===== config.mk =====
export PLATFORM = sky130hd
export DESIGN_NAME = vec_mult_arbiter_flat
export DESIGN_NICKNAME = d
export VERILOG_FILES = /design/src/rtl/vec_mult_arbiter_if.sv /design/src/rtl/vec_mult_arbiter.sv /design/src/flat_wrapper.sv
export SDC_FILE = /design/constraint.sdc
export NUM_CORES = 1
export LEC_CHECK = 0
export CAP_MARGIN = 20
export CORE_AREA = 2 2 451 453
export DETAILED_ROUTE_END_ITERATION = 8
export DIE_AREA = 0 0 453 455
export GPL_TIMING_DRIVEN = 0
export PLACE_DENSITY_LB_ADDON = 0.1
export SYNTH_ARGS = -nofsm -noshare
export SYNTH_HDL_FRONTEND = slang
export SYNTH_SLANG_ARGS = --single-unit

===== constraint.sdc =====
create_clock -name clk -period 6.53 [get_ports clk]
set_input_delay 0.653 -clock clk [delete_from_list [all_inputs] [get_ports clk]]
set_output_delay 0.653 -clock clk [all_outputs]
set_load 0.02 [all_outputs]

===== src/rtl/vec_mult_arbiter_if.sv =====
// Bus bundle between the two requesters, the arbiter and the shared vector_mult.
// slave: arbiter view. master: environment view (requesters + multiplier).
interface vec_mult_arbiter_if #(
  parameter int unsigned bitwidth = 16,
  parameter int unsigned N        = 8
);
  localparam int unsigned W = N * bitwidth;

  logic [W-1:0] s0_in0, s0_in1;
  logic         s0_valid, s0_last, s0_ready;
  logic [W-1:0] s1_in0, s1_in1;
  logic         s1_valid, s1_last, s1_ready;
  logic [W-1:0] m_in0, m_in1;
  logic         m_valid, m_last;
  logic [W-1:0] m_out;
  logic         m_out_valid, m_out_last;
  logic [W-1:0] r0_data;
  logic         r0_valid, r0_last;
  logic [W-1:0] r1_data;
  logic         r1_valid, r1_last;

  modport slave (
    input  s0_in0, s0_in1, s0_valid, s0_last,
    output s0_ready,
    input  s1_in0, s1_in1, s1_valid, s1_last,
    output s1_ready,
    output m_in0, m_in1, m_valid, m_last,
    input  m_out, m_out_valid, m_out_last,
    output r0_data, r0_valid, r0_last,
    output r1_data, r1_valid, r1_last
  );

  modport master (
    output s0_in0, s0_in1, s0_valid, s0_last,
    input  s0_ready,
    output s1_in0, s1_in1, s1_valid, s1_last,
    input  s1_ready,
    input  m_in0, m_in1, m_valid, m_last,
    output m_out, m_out_valid, m_out_last,
    input  r0_data, r0_valid, r0_last,
    input  r1_data, r1_valid, r1_last
  );
endinterface


===== src/rtl/vec_mult_arbiter.sv =====
// Packet-level round-robin arbiter sharing one fixed-latency vector_mult
// between two requesters. A tag FIFO (one entry per issued beat) steers each
// returning result beat to the requester that issued it.
module vec_mult_arbiter #(
  parameter int unsigned bitwidth  = 16,
  parameter int unsigned N         = 8,
  parameter int unsigned TAG_DEPTH = 16
) (
  input  logic              clk,
  input  logic              rstn,
  vec_mult_arbiter_if.slave bus,
  output logic              busy,
  output logic              err_orphan
);
  localparam int unsigned W  = N * bitwidth;
  localparam int unsigned PW = (TAG_DEPTH > 1) ? $clog2(TAG_DEPTH) : 1;
  localparam logic [PW:0] FULL_CNT = (PW+1)'(TAG_DEPTH);

  typedef enum logic [1:0] {IDLE, GRANT0, GRANT1} state_t;

  state_t        state_q, state_d;
  logic          last_served_q, last_served_d;
  logic          tag_mem_q [TAG_DEPTH];
  logic          tag_mem_d [TAG_DEPTH];
  logic [PW-1:0] wr_ptr_q, wr_ptr_d, rd_ptr_q, rd_ptr_d;
  logic [PW:0]   count_q, count_d;
  logic [W-1:0]  m_in0_q, m_in0_d, m_in1_q, m_in1_d;
  logic          m_valid_q, m_valid_d, m_last_q, m_last_d;
  logic [W-1:0]  r0_data_q, r0_data_d, r1_data_q, r1_data_d;
  logic          r0_valid_q, r0_valid_d, r0_last_q, r0_last_d;
  logic          r1_valid_q, r1_valid_d, r1_last_q, r1_last_d;
  logic          err_q, err_d;

  logic tag_full, tag_empty, acc0, acc1, push, pop, head;

  // Handshake qualifiers; ready looks at full only so a same-cycle pop never widens it
  always_comb begin
    tag_full  = (count_q == FULL_CNT);
    tag_empty = (count_q == '0);
    acc0      = (state_q == GRANT0) && bus.s0_valid && !tag_full;
    acc1      = (state_q == GRANT1) && bus.s1_valid && !tag_full;
    push      = acc0 || acc1;
    pop       = bus.m_out_valid && !tag_empty;
    head      = tag_mem_q[rd_ptr_q];
  end

  // Arbitration FSM: grant held for a whole packet, round-robin between packets
  always_comb begin
    state_d       = state_q;
    last_served_d = last_served_q;
    unique case (state_q)
      IDLE: begin
        if (bus.s0_valid && (!bus.s1_valid || last_served_q)) state_d = GRANT0;
        else if (bus.s1_valid)                                state_d = GRANT1;
      end
      GRANT0: if (acc0 && bus.s0_last) begin
        state_d       = IDLE;
        last_served_d = 1'b0;
      end
      GRANT1: if (acc1 && bus.s1_last) begin
        state_d       = IDLE;
        last_served_d = 1'b1;
      end
      default: state_d = IDLE;
    endcase
  end

  // Issue register towards the multiplier plus tag FIFO bookkeeping
  always_comb begin
    m_valid_d = push;
    m_last_d  = (acc0 && bus.s0_last) || (acc1 && bus.s1_last);
    m_in0_d   = m_in0_q;
    m_in1_d   = m_in1_q;
    if (acc0) begin
      m_in0_d = bus.s0_in0;
      m_in1_d = bus.s0_in1;
    end else if (acc1) begin
      m_in0_d = bus.s1_in0;
      m_in1_d = bus.s1_in1;
    end

    tag_mem_d = tag_mem_q;
    wr_ptr_d  = wr_ptr_q;
    rd_ptr_d  = rd_ptr_q;
    count_d   = count_q;
    if (push) begin
      tag_mem_d[wr_ptr_q] = acc1;
      wr_ptr_d            = wr_ptr_q + PW'(1);
    end
    if (pop) rd_ptr_d = rd_ptr_q + PW'(1);
    if (push && !pop)      count_d = count_q + (PW+1)'(1);
    else if (pop && !push) count_d = count_q - (PW+1)'(1);
  end

  // Result steering by FIFO head tag; orphan beats are dropped and flagged
  always_comb begin
    r0_valid_d = pop && !head;
    r1_valid_d = pop && head;
    r0_last_d  = r0_valid_d && bus.m_out_last;
    r1_last_d  = r1_valid_d && bus.m_out_last;
    r0_data_d  = r0_valid_d ? bus.m_out : r0_data_q;
    r1_data_d  = r1_valid_d ? bus.m_out : r1_data_q;
    err_d      = err_q || (bus.m_out_valid && tag_empty);
  end

  // State registers
  always_ff @(posedge clk or negedge rstn) begin
    if (!rstn) begin
      state_q       <= IDLE;
      last_served_q <= 1'b1;
      for (int unsigned i = 0; i < TAG_DEPTH; i++) tag_mem_q[i] <= 1'b0;
      wr_ptr_q      <= '0;
      rd_ptr_q      <= '0;
      count_q       <= '0;
      m_in0_q       <= '0;
      m_in1_q       <= '0;
      m_valid_q     <= 1'b0;
      m_last_q      <= 1'b0;
      r0_data_q     <= '0;
      r0_valid_q    <= 1'b0;
      r0_last_q     <= 1'b0;
      r1_data_q     <= '0;
      r1_valid_q    <= 1'b0;
      r1_last_q     <= 1'b0;
      err_q         <= 1'b0;
    end else begin
      state_q       <= state_d;
      last_served_q <= last_served_d;
      tag_mem_q     <= tag_mem_d;
      wr_ptr_q      <= wr_ptr_d;
      rd_ptr_q      <= rd_ptr_d;
      count_q       <= count_d;
      m_in0_q       <= m_in0_d;
      m_in1_q       <= m_in1_d;
      m_valid_q     <= m_valid_d;
      m_last_q      <= m_last_d;
      r0_data_q     <= r0_data_d;
      r0_valid_q    <= r0_valid_d;
      r0_last_q     <= r0_last_d;
      r1_data_q     <= r1_data_d;
      r1_valid_q    <= r1_valid_d;
      r1_last_q     <= r1_last_d;
      err_q         <= err_d;
    end
  end

  // Output mapping
  always_comb begin
    bus.s0_ready = (state_q == GRANT0) && !tag_full;
    bus.s1_ready = (state_q == GRANT1) && !tag_full;
    bus.m_in0    = m_in0_q;
    bus.m_in1    = m_in1_q;
    bus.m_valid  = m_valid_q;
    bus.m_last   = m_last_q;
    bus.r0_data  = r0_data_q;
    bus.r0_valid = r0_valid_q;
    bus.r0_last  = r0_last_q;
    bus.r1_data  = r1_data_q;
    bus.r1_valid = r1_valid_q;
    bus.r1_last  = r1_last_q;
    busy         = (state_q != IDLE) || !tag_empty;
    err_orphan   = err_q;
  end
endmodule

===== src/flat_wrapper.sv =====
// flat-port wrapper written by rule: the top's interface ports become plain ports
module vec_mult_arbiter_flat 
#(
  parameter int unsigned bitwidth  = 16,
  parameter int unsigned N         = 8,
  parameter int unsigned TAG_DEPTH = 16
)
  (clk, rstn, busy, err_orphan, bus_s0_in0, bus_s0_in1, bus_s0_valid, bus_s0_last, bus_s0_ready, bus_s1_in0, bus_s1_in1, bus_s1_valid, bus_s1_last, bus_s1_ready, bus_m_in0, bus_m_in1, bus_m_valid, bus_m_last, bus_m_out, bus_m_out_valid, bus_m_out_last, bus_r0_data, bus_r0_valid, bus_r0_last, bus_r1_data, bus_r1_valid, bus_r1_last);
  vec_mult_arbiter_if #(.bitwidth(bitwidth), .N(N)) bus_i ();
  input  logic clk;
  input  logic rstn;
  output logic busy;
  output logic err_orphan;
  input wire logic [$bits(bus_i.s0_in0)-1:0] bus_s0_in0;
  input wire logic [$bits(bus_i.s0_in1)-1:0] bus_s0_in1;
  input wire logic [$bits(bus_i.s0_valid)-1:0] bus_s0_valid;
  input wire logic [$bits(bus_i.s0_last)-1:0] bus_s0_last;
  output wire logic [$bits(bus_i.s0_ready)-1:0] bus_s0_ready;
  input wire logic [$bits(bus_i.s1_in0)-1:0] bus_s1_in0;
  input wire logic [$bits(bus_i.s1_in1)-1:0] bus_s1_in1;
  input wire logic [$bits(bus_i.s1_valid)-1:0] bus_s1_valid;
  input wire logic [$bits(bus_i.s1_last)-1:0] bus_s1_last;
  output wire logic [$bits(bus_i.s1_ready)-1:0] bus_s1_ready;
  output wire logic [$bits(bus_i.m_in0)-1:0] bus_m_in0;
  output wire logic [$bits(bus_i.m_in1)-1:0] bus_m_in1;
  output wire logic [$bits(bus_i.m_valid)-1:0] bus_m_valid;
  output wire logic [$bits(bus_i.m_last)-1:0] bus_m_last;
  input wire logic [$bits(bus_i.m_out)-1:0] bus_m_out;
  input wire logic [$bits(bus_i.m_out_valid)-1:0] bus_m_out_valid;
  input wire logic [$bits(bus_i.m_out_last)-1:0] bus_m_out_last;
  output wire logic [$bits(bus_i.r0_data)-1:0] bus_r0_data;
  output wire logic [$bits(bus_i.r0_valid)-1:0] bus_r0_valid;
  output wire logic [$bits(bus_i.r0_last)-1:0] bus_r0_last;
  output wire logic [$bits(bus_i.r1_data)-1:0] bus_r1_data;
  output wire logic [$bits(bus_i.r1_valid)-1:0] bus_r1_valid;
  output wire logic [$bits(bus_i.r1_last)-1:0] bus_r1_last;
  assign bus_i.s0_in0 = bus_s0_in0;
  assign bus_i.s0_in1 = bus_s0_in1;
  assign bus_i.s0_valid = bus_s0_valid;
  assign bus_i.s0_last = bus_s0_last;
  assign bus_s0_ready = bus_i.s0_ready;
  assign bus_i.s1_in0 = bus_s1_in0;
  assign bus_i.s1_in1 = bus_s1_in1;
  assign bus_i.s1_valid = bus_s1_valid;
  assign bus_i.s1_last = bus_s1_last;
  assign bus_s1_ready = bus_i.s1_ready;
  assign bus_m_in0 = bus_i.m_in0;
  assign bus_m_in1 = bus_i.m_in1;
  assign bus_m_valid = bus_i.m_valid;
  assign bus_m_last = bus_i.m_last;
  assign bus_i.m_out = bus_m_out;
  assign bus_i.m_out_valid = bus_m_out_valid;
  assign bus_i.m_out_last = bus_m_out_last;
  assign bus_r0_data = bus_i.r0_data;
  assign bus_r0_valid = bus_i.r0_valid;
  assign bus_r0_last = bus_i.r0_last;
  assign bus_r1_data = bus_i.r1_data;
  assign bus_r1_valid = bus_i.r1_valid;
  assign bus_r1_last = bus_i.r1_last;
  vec_mult_arbiter #(.bitwidth(bitwidth), .N(N), .TAG_DEPTH(TAG_DEPTH)) u_core (.clk(clk), .rstn(rstn), .bus(bus_i), .busy(busy), .err_orphan(err_orphan));
endmodule

Yosys cells after proc, flatten, opt, wreduce, memory -nomap -nowiden
Index checks and enable logic that the tools add are counted.
Widths: inputs -> output; s select.
{ "classes": {"add_sub_neg": 4, "n_lt_le_gt_ge": 3, "eq_ne": 6, "muxes": 20, "bitwise": 2, "n_reduce_logical": 37} }
{ "op_table": {"columns": ["op", "n"], "rows": [
  ["$mux 128", 4],
  ["$logic_and 1x1->1", 18],
  ["$bwmux 16", 1],
  ["$ge 5x5->1 const B", 2],
  ["$mux 5", 2],
  ["$not 4->5", 2],
  ["$add 4x1->4 const B", 2],
  ["$mux 2", 4],
  ["$reduce_bool 2->1", 4],
  ["$logic_not 1->1", 6],
  ["$pmux 2 s3", 1],
  ["$reduce_and 3->1", 2],
  ["$add 5x1->5 const B", 1],
  ["$eq 5x5->1 const B", 1],
  ["$logic_not 5->1", 1],
  ["$logic_or 1x1->1", 5],
  ["$lt 5x1->1 const B", 1],
  ["$mux 1", 5],
  ["$sub 5x1->5 const B", 1],
  ["$bmux 1 s4", 1],
  ["$demux 1 s4", 1],
  ["$ne 3x2->1 const B", 1],
  ["$eq 2x1->1 const B", 1],
  ["$eq 2x2->1 const B", 1],
  ["4 further kinds", 4]
]} }
{ "word_totals": {"register_bits": 551, "in_bits": 648, "out_inout_bits": 522, "elab_cells": 104} }

Depth between registers and ports, before layout
Gate-level depths: netlist of run 1.
{ "logic_depth": {"depth_word": 8, "depth_mapped": 13, "mapped_depth_nobuf": 12} }

Least setup slack after synthesis of run 1
No wires, ideal clock.
{ "synth_timing": {"kind": "input-to-reg", "from": "input bus_s0_valid", "to": "register u_core.count_q[4]", "setup_time_ns": 0.080, "t_arrival_ns": 3.348, "path_slack_ns": 3.102, "stages": 13, "cell_sequence": "inv_1 or2_2 a21oi_1 clkbuf_1 clkbuf_1 ha_1 inv_1 ha_1 nor2b_1 o21a_1 or3_1 a21oi_1 xnor2_1"} }
{ "synth_between": {"elab_chain_len": 6, "word_cells_on_any_way": 8} }
{ "synth_rtl": {"columns": ["element", "line_no", "rtl"], "rows": [
  ["start: declaration", "flat_wrapper.sv:16", "input wire logic [$bits(bus_i.s0_valid)-1:0] bus_s0_valid;"],
  ["$logic_and 1x1->1 * (2 in series)", "vec_mult_arbiter.sv:40", "acc0 = (state_q == GRANT0) && bus.s0_valid && !tag_full;"],
  ["$logic_or 1x1->1 *", "vec_mult_arbiter.sv:42", "push = acc0 || acc1;"],
  ["via u_core.m_valid_d", "vec_mult_arbiter.sv:28", "logic m_valid_q, m_valid_d, m_last_q, m_last_d;"],
  ["$logic_not 1->1", "vec_mult_arbiter.sv:92", "else if (pop && !push) count_d = count_q - (PW+1)'(1);"],
  ["$logic_and 1x1->1", "vec_mult_arbiter.sv:92", null],
  ["$reduce_bool 2->1 (no source line)", null, null],
  ["end signal: assignment", "vec_mult_arbiter.sv:132", "count_q <= count_d;"],
  ["end: declaration", "vec_mult_arbiter.sv:26", "logic [PW:0] count_q, count_d;"]
]} }
Mark *: on every way through the listed nets, which the timed path passes. The rest lies on a longest branch.
A chain may end at the register's enable or synchronous reset.

Final worst setup path of run 1
{ "layout_timing": {"from": "register u_core.state_q[1]", "to": "register u_core.count_q[4]"} }
{ "layout_between": {"elab_chain_len": 7, "word_cells_on_any_way": 12} }
{ "layout_rtl": {"columns": ["element", "line_no", "rtl"], "rows": [
  ["start: declaration", "vec_mult_arbiter.sv:21", "state_t state_q, state_d;"],
  ["start signal: assignment", "vec_mult_arbiter.sv:127", "state_q <= state_d;"],
  ["$eq 2x1->1 / $eq 2x2->1 (equally long branches)", "vec_mult_arbiter.sv:40, vec_mult_arbiter.sv:41", null],
  ["$logic_and 1x1->1, on equally long branches (2 in series)", "vec_mult_arbiter.sv:40, vec_mult_arbiter.sv:41", null],
  ["$logic_or 1x1->1 *", "vec_mult_arbiter.sv:42", null],
  ["via u_core.m_valid_d", "vec_mult_arbiter.sv:28", null],
  ["$logic_not 1->1", "vec_mult_arbiter.sv:92", null],
  ["$logic_and 1x1->1", "vec_mult_arbiter.sv:92", null],
  ["$reduce_bool 2->1 (no source line)", null, null]
]} }
Marks and branches as above.

==> results of run 1 <==
==> how the worst max path moves through the flow <==
stage,startpoint,end,slack [ns],depth (start not counted)
after floorplan,bus_s0_valid,u_core.count_q[4],3.10,13
after global placement,rstn,u_core.bus.m_in0[19],-26.03,1
after detailed placement,bus_s0_valid,u_core.count_q[4],1.03,14
after CTS,u_core.state_q[1],u_core.count_q[4],1.67,13
after global routing,u_core.state_q[1],u_core.count_q[4],1.48,13
final,u_core.state_q[1],u_core.count_q[4],1.93,13
==> layout by cell type (no fill, tap or decap), types with 2 or more instances in the layout <==
| cell type | instances |
|---|---|
| a21oi_1 | 261 |
| and2_1 | 4 |
| and3_1 | 2 |
| buf_1 | 9 |
| buf_16 | 6 |
| buf_2 | 32 |
| buf_6 | 6 |
| buf_8 | 27 |
| bufinv_16 | 4 |
| clkbuf_1 | 72 |
| clkbuf_16 | 84 |
| clkbuf_8 | 23 |
| clkdlybuf4s50_1 | 1168 |
| clkinv_2 | 11 |
| dfrtp_1 | 550 |
| diode_2 | 9 |
| ha_1 | 10 |
| inv_1 | 9 |
| inv_6 | 2 |
| mux2_2 | 40 |
| mux2_4 | 217 |
| mux2i_1 | 258 |
| mux4_2 | 2 |
| nand2_1 | 28 |
| nand2b_1 | 4 |
| nand4_1 | 2 |
| nor2_1 | 261 |
| nor2b_1 | 3 |
| o21ai_0 | 38 |
| or2_2 | 2 |
| or3_1 | 2 |
| xnor2_1 | 9 |
==> per-stage QoR <==
| step | cells | hold WS [ns] | total power, mW | utilization |
|---|---|---|---|---|
| CTS | 5840 | 0.420 | 23.9 | 0.209 |
| global route | 5847 | 0.477 | 24.7 | 0.209 |
| detailed placement | 5691 | 0.464 | 19.0 | 0.195 |
| floorplan | 1838 | 0.357 | 12.7 | - |
| finish | 5849 | 0.470 | 23.3 | 0.209 |
| global placement | 5679 | 0.462 | 19.0 | 0.194 |
==> power by group <==
group	switching [mW]	internal (mW)	total, mW
clock network	1.83	2.78	4.61
registers	0.981	5.17	6.15
logic	6.51	5.98	12.5
==> critical path: cells and delay by family, from the launching register on <==
| family | cells | cell delay [ns] |
|---|---|---|
| compound gates | 3 | 1.02 |
| xor+xnor | 1 | 0.14 |
| fa+ha+maj | 2 | 0.71 |
| buf+inv | 3 | 1.30 |
| flops | 1 | 0.43 |
| simple gates | 4 | 0.91 |
==> layout make-up <==
class                   count  area share
diodes                      9    0.000535
plain buffers             119      0.0182
clock buffers             128      0.0594
clock inverters            20     0.00595
inverters                   9    0.000803
multi-input cells        1159       0.223
flip-flops and latches    551       0.328
well taps                2672      0.0795
repair buffers           1182       0.285
==> registers in the layout, summed over array words and instances (netlist names) <==
name,count
u_core.bus.r1_data,128
u_core.count_q,5
u_core.bus.m_last,1
u_core.bus.r0_last,1
u_core.err_orphan,1
u_core.bus.m_in0,128
u_core.tag_mem_q,16
u_core.bus.m_in1,128
u_core.bus.r0_valid,1
u_core.bus.m_valid,1
u_core.last_served_q,1
u_core.bus.r1_valid,1
u_core.bus.r0_data,128
u_core.bus.r1_last,1
u_core.rd_ptr_q,4
u_core.state_q,2
u_core.wr_ptr_q,4
==> kinds of logic after synthesis <==
kind of cell / after synthesis
DFF: 551
muxes: 518
and+or+nand+nor: 312
AOI/OAI and AO/OA: 308
buffers and inverters: 128
adders and majority gates: 11
xor gates and xnor gates: 10
==> routing by layer <==
| layer | GRT usage | vias to the layer above | wire (microns) |
|---|---|---|---|
| li1 | - | 8949 | - |
| met1 | 0.137 | 9578 | 50700 |
| met2 | 0.256 | 826 | 78100 |
| met3 | 0.0533 | 280 | 12400 |
| met4 | 0.0329 | 58 | 3050 |
| met5 | 0 | - | 375 |
==> reports/results.ini, run 1 <==
[hold_path]
hold_depth=1
hold_path.class=register to register
min_from=u_core.err_orphan
whs_endpoint=u_core.err_orphan

[sta]
setup_viol=0
fmax_ghz=0.218
tns_ns=0
worst_pin_slew_ns=0.962
skew_ns=0.0311
rsz0062_at_grt=no
fin_ws_ns=1.93
period_needed_ns=4.60
fin_crit_sh=0.704
slew_headroom=0.359
finalMaxSlewViolations=0
hold_viol_final=0

[critical_path]
required_ns=7.14
reg2reg_depth=13
cp_slowest_cell=a21oi_1
worstSetupStartpointType=register
crit_type=register to register
cp-end-kind=register
crit_chain=nand2b_1 > or2_2 > a21oi_1 > clkbuf_1 > clkbuf_1 > ha_1 > inv_1 > ha_1 > nor2b_1 > o21a_1 > or3_1 > a21oi_1 > xnor2_1
r2r-end=u_core.count_q[4]
critPathArrivalTime_ns=5.21
crit_fanout=11
cp_slowest_stage_delay_ns=0.67
r2r_slack_ns=1.93
r2r-start=u_core.state_q[1]

[die]
die_h_microns=455
die_area_sq_mm=0.206
die_w_microns=453
core-area_sq_mm=0.201
num_rows=165
io-pin-count=1170
start_util=0.119

[clocking]
root_buffer=clkbuf_16
path_clk_slew_ns=0.06
cts_resized=0
cts.path.max_buffers=3
cts.sink_count=551
postCtsSetupRepairBufs=0
clk_latency_ns=0.70
cts_tree=yes
htreeDepth=3
cts_made_buffers=81
cts_hold_buf=1

[detailed_routing]
drtIter0Drc=849
wl_per_cell_microns=24.7
routed_wl_microns=144000
drt-pass1-iter-count=4
via_per_inst=3.37
drtAntennaViolNets=0
drc_errors=0
via_count=19691

[synth]
synth-main-ff-cell=dfrtp_1
avgSynthCellArea_sq_um=13.0
synth_cell_type_count=42
synthAdderAreaFrac=0.00605
yosysTopAreaCellShare=0.574
synth-xor-area-share=0.00365
ys_warn_count=0
syn_nets=2497
yosysTopAreaCell=dfrtp_1
synthMuxAreaShare=0.265
synth-compound-area-share=0.0655
synth-simple-area-share=0.0519
synth.most_common_cell=dfrtp_1
ys_seq_area_frac=0.575
netlist_area_sq_mm=0.0240
synthTopCellsByCount=dfrtp_1, a21oi_1, nor2_1
synth_seq_cells=551
syn_inst=1838
synth_area_leaders=dfrtp_1, mux2_4, mux2i_1
synth_top_family_by_area=multiplexers
synth-edff-count=0
async_flop_share=1.00

[placement]
gp_congestion=0.782
hpwl_microns=117000
dp_slack_ns=1.03
dpl_cell_area_sq_mm=0.0393
port_buffers=1169

[grt]
groute.usage.overall=0.135
grt_pass1_vias=21155
grt_pass1_wl_microns=191000
grt_max_degree=99
grt_overflow_total=0
antenna_found_initial=102

[run]
cap_violations=0

[power_and_ir_drop]
pwr_density_cell_mw_per_mm2=553
total_leakage_power_nw=16.6
ir_drop_uv=193

[cells_and_area]
area_delta_synth_final_pct=75.4
fill_cells=21828
final_cell_area_sq_mm=0.0421
multi_input_area_sq_mm=0.00940
ff_latch_area_sq_mm=0.0138
drive_gt1_frac=0.147
fin_nets=3762

[run_status]
status=completed

Power figures use the tool's default switching activity.
==> inputs of run 2 (changes only) <==
Settings changed: CORE_AREA 2 2 451 453 to 2 2 450 452, DIE_AREA 0 0 453 455 to 0 0 452 454.
Clock period 6.53 ns to 3.95 ns, I/O delays scaled along.
==> reports/results.ini, run 2 (synthesis gave the netlist of run 1 again) <==
[grt]
groute.usage.overall=0.140  ; +0.00480
antenna_found_initial=88  ; -14%
grt_overflow_total=0  ; unchanged
grt_pass1_wl_microns=196000  ; +2.6%
grt_pass1_vias=21287  ; +0.62%
grt_max_degree=99  ; unchanged

[placement]
port_buffers=1169  ; unchanged
hpwl_microns=120000  ; +3.0%
gp_congestion=0.775  ; -0.93%

[hold_path]
hold_path.class=primary input to asynchronous set/reset pin

[cells_and_area]
final_core_util=0.209  ; -0.000237
drive_gt1_frac=0.146  ; -0.000663
fin_nets=3758  ; -0.11%
final_cell_mix=clkdlybuf4s50_1, dfrtp_1, nor2_1, a21oi_1, mux2i_1
area_delta_synth_final_pct=74.8
final_common_cell=clkdlybuf4s50_1

[power_and_ir_drop]
p_switching_mw=15.5  ; +66%
share_seq_of_total_power=0.267  ; +0.002
ir_drop_uv=307  ; +59%
total_leakage_power_nw=16.6  ; -0.40%
swShare=0.404  ; +0.00291
clock_power_share=0.194  ; -0.004
pwr_density_cell_mw_per_mm2=913  ; +65%
intPower_mw=22.8  ; +64%
comb_power_share=0.539  ; +0.002

[critical_path]
cp_slowest_stage_delay_ns=0.61  ; -0.06 ns
worstSetupStartpointType=register
cp-end-kind=register
endpoint=u_core.count_q[4]
required_ns=4.56  ; -2.58 ns
r2r_slack_ns=0.32  ; -1.62 ns
r2r-start=u_core.state_q[1]
r2r-end=u_core.count_q[4]
crit_fanout=20  ; +9
startpoint=u_core.state_q[1]
crit_chain=nand2b_1 > or2_2 > a21oi_1 > clkbuf_2 > ha_1 > inv_1 > ha_1 > nor2b_1 > o21a_1 > or3_1 > a21oi_1 > xnor2_1
crit_type=register to register
reg2reg_depth=12  ; -1
critPathArrivalTime_ns=4.24  ; -0.97 ns
cp_slowest_cell=clkbuf_2

[detailed_routing]
via_per_inst=3.37  ; +0.11%
drtAntennaViolNets=0  ; unchanged
drc_errors=0  ; unchanged
wl_per_cell_microns=25.4  ; +2.8%
via_count=19678  ; -0.066%
drt-pass1-iter-count=5  ; +1
drtIter0Drc=809  ; -4.7%
routed_wl_microns=148000  ; +2.6%

[clocking]
cts.sink_count=551  ; unchanged
cts.path.max_buffers=3  ; unchanged
cts_tree=yes
clk_latency_ns=0.69  ; about the same
htreeDepth=3  ; unchanged
path_clk_slew_ns=0.06  ; about the same
cts_made_buffers=80  ; -1.2%
root_buffer=clkbuf_16

[die]
die_h_microns=454  ; -0.22%
die_area_sq_mm=0.205  ; -0.44%
die_w_microns=452  ; -0.22%
io-pin-count=1170  ; unchanged
start_util=0.119  ; +0.000245
core-area_sq_mm=0.201  ; -0.21%
num_rows=165  ; unchanged

[sta]
slew_headroom=0.285  ; -0.0741
rsz0062_at_grt=no
hold_slack_ns=0.167  ; -0.303 ns
finalMaxSlewViolations=0  ; unchanged
fin_crit_sh=0.919  ; +0.215
skew_ns=0.0325  ; +0.00138 ns
fmax_ghz=0.275  ; +27%
worst_pin_slew_ns=1.07  ; +0.111 ns
setup_viol=0  ; unchanged
period_needed_ns=3.63  ; -0.965 ns
hold_viol_final=0  ; unchanged

[run]
cap_violations=0  ; unchanged

[run_status]
status=completed

run 2: cell count changes in the layout (fill, tap and decap cells not counted), sizes merged:
cell	change
diode	+3
buf	-2
clkinv	+2
clkinvlp	+1
inv	-1
clkbuf	-13
run 2: worst min-delay path by stage:
| stage | endpoint | slack [ns] | cells past startpoint |
|---|---|---|---|
| floorplan | u_core.bus.m_in0[0] | 0.1 | 0 |
| global placement | u_core.err_orphan | 0.46 | 1 |
| detailed placement | u_core.bus.r1_data[19] | 0.29 | 1 |
| CTS | u_core.bus.r1_data[19] | 0.06 | 2 |
| global route | u_core.bus.r1_data[19] | 0.12 | 2 |
| finish | u_core.bus.r1_data[19] | 0.17 | 2 |
run 2: critical path, delay by kind of cell, from the launching register on:
kind                     cells  cell delay [ns]
AO/OA/AOI/OAI                3             0.65
XOR/XNOR                     1             0.13
adder cells (fa/ha/maj)      2             0.71
buffers and inverters        2             0.74
flip-flops                   1             0.42
AND/OR/NAND/NOR              4             0.91
run 2: final cells by class:
| cell class | count | area, sq um |
|---|---|---|
| diodes | 12 | 30.0 |
| plain buffers | 118 | 762 |
| clock buffers | 116 | 2380 |
| clock inverters | 22 | 241 |
| fillers | 21793 | 159000 |
| inverters | 9 | 33.8 |
| multi-input cells | 1159 | 9400 |
| flip-flops and latches | 551 | 13800 |
| well taps | 2672 | 3340 |
| repair buffers | 1180 | 11900 |
run 2: layer usage:
layer | wire length [microns] | GRT usage | vias up
met5 | 316 | 0 | -
met2 | 78700 | 0.263 | 834
met3 | 13500 | 0.0590 | 250
met1 | 52700 | 0.142 | 9606
met4 | 3170 | 0.0303 | 50
li1 | - | - | 8938
run 2: timing repair:
action / 4_1_cts / 5_1_grt
resized for setup: 1 / 1
endpoints found under the setup margin: 2 / 1
hold endpoints to repair: 181 / 0
buffers inserted: 0 / 0
hold buffers: 1 / 0
run 2: power by group through the flow:
| stage | Clock [mW] | Sequential [mW] | Combinational [mW] |
|---|---|---|---|
| after floorplan | 0 | 13.3 | 7.61 |
| after global placement | 0 | 10.3 | 21.2 |
| after detailed placement | 0 | 10.2 | 21.2 |
| after CTS | 7.82 | 10.2 | 21.2 |
| after global routing | 8.00 | 10.6 | 22.0 |
| final | 7.41 | 10.2 | 20.6 |
run 2: per-stage QoR:
step                TNS [ns]  instance area (sq um)  cells  setup WS (ns)  power, mW
floorplan                  0                  24000   1838          0.667       20.9
global placement           -                  39000   5679         -28.17       31.5
detailed placement     -4.04                  39300   5689          -1.00       31.4
CTS                        0                  41900   5827          0.107       39.3
global route               0                  41900   5828         0.0263       40.6
finish                     0                  41900   5839          0.320       38.3
==> inputs of run 3 (changes only) <==
Settings changed: HOLD_SLACK_MARGIN from default to 0.06.
==> results of run 3 <==
The final DEF is identical to that of run 2; final timing and power are the same.
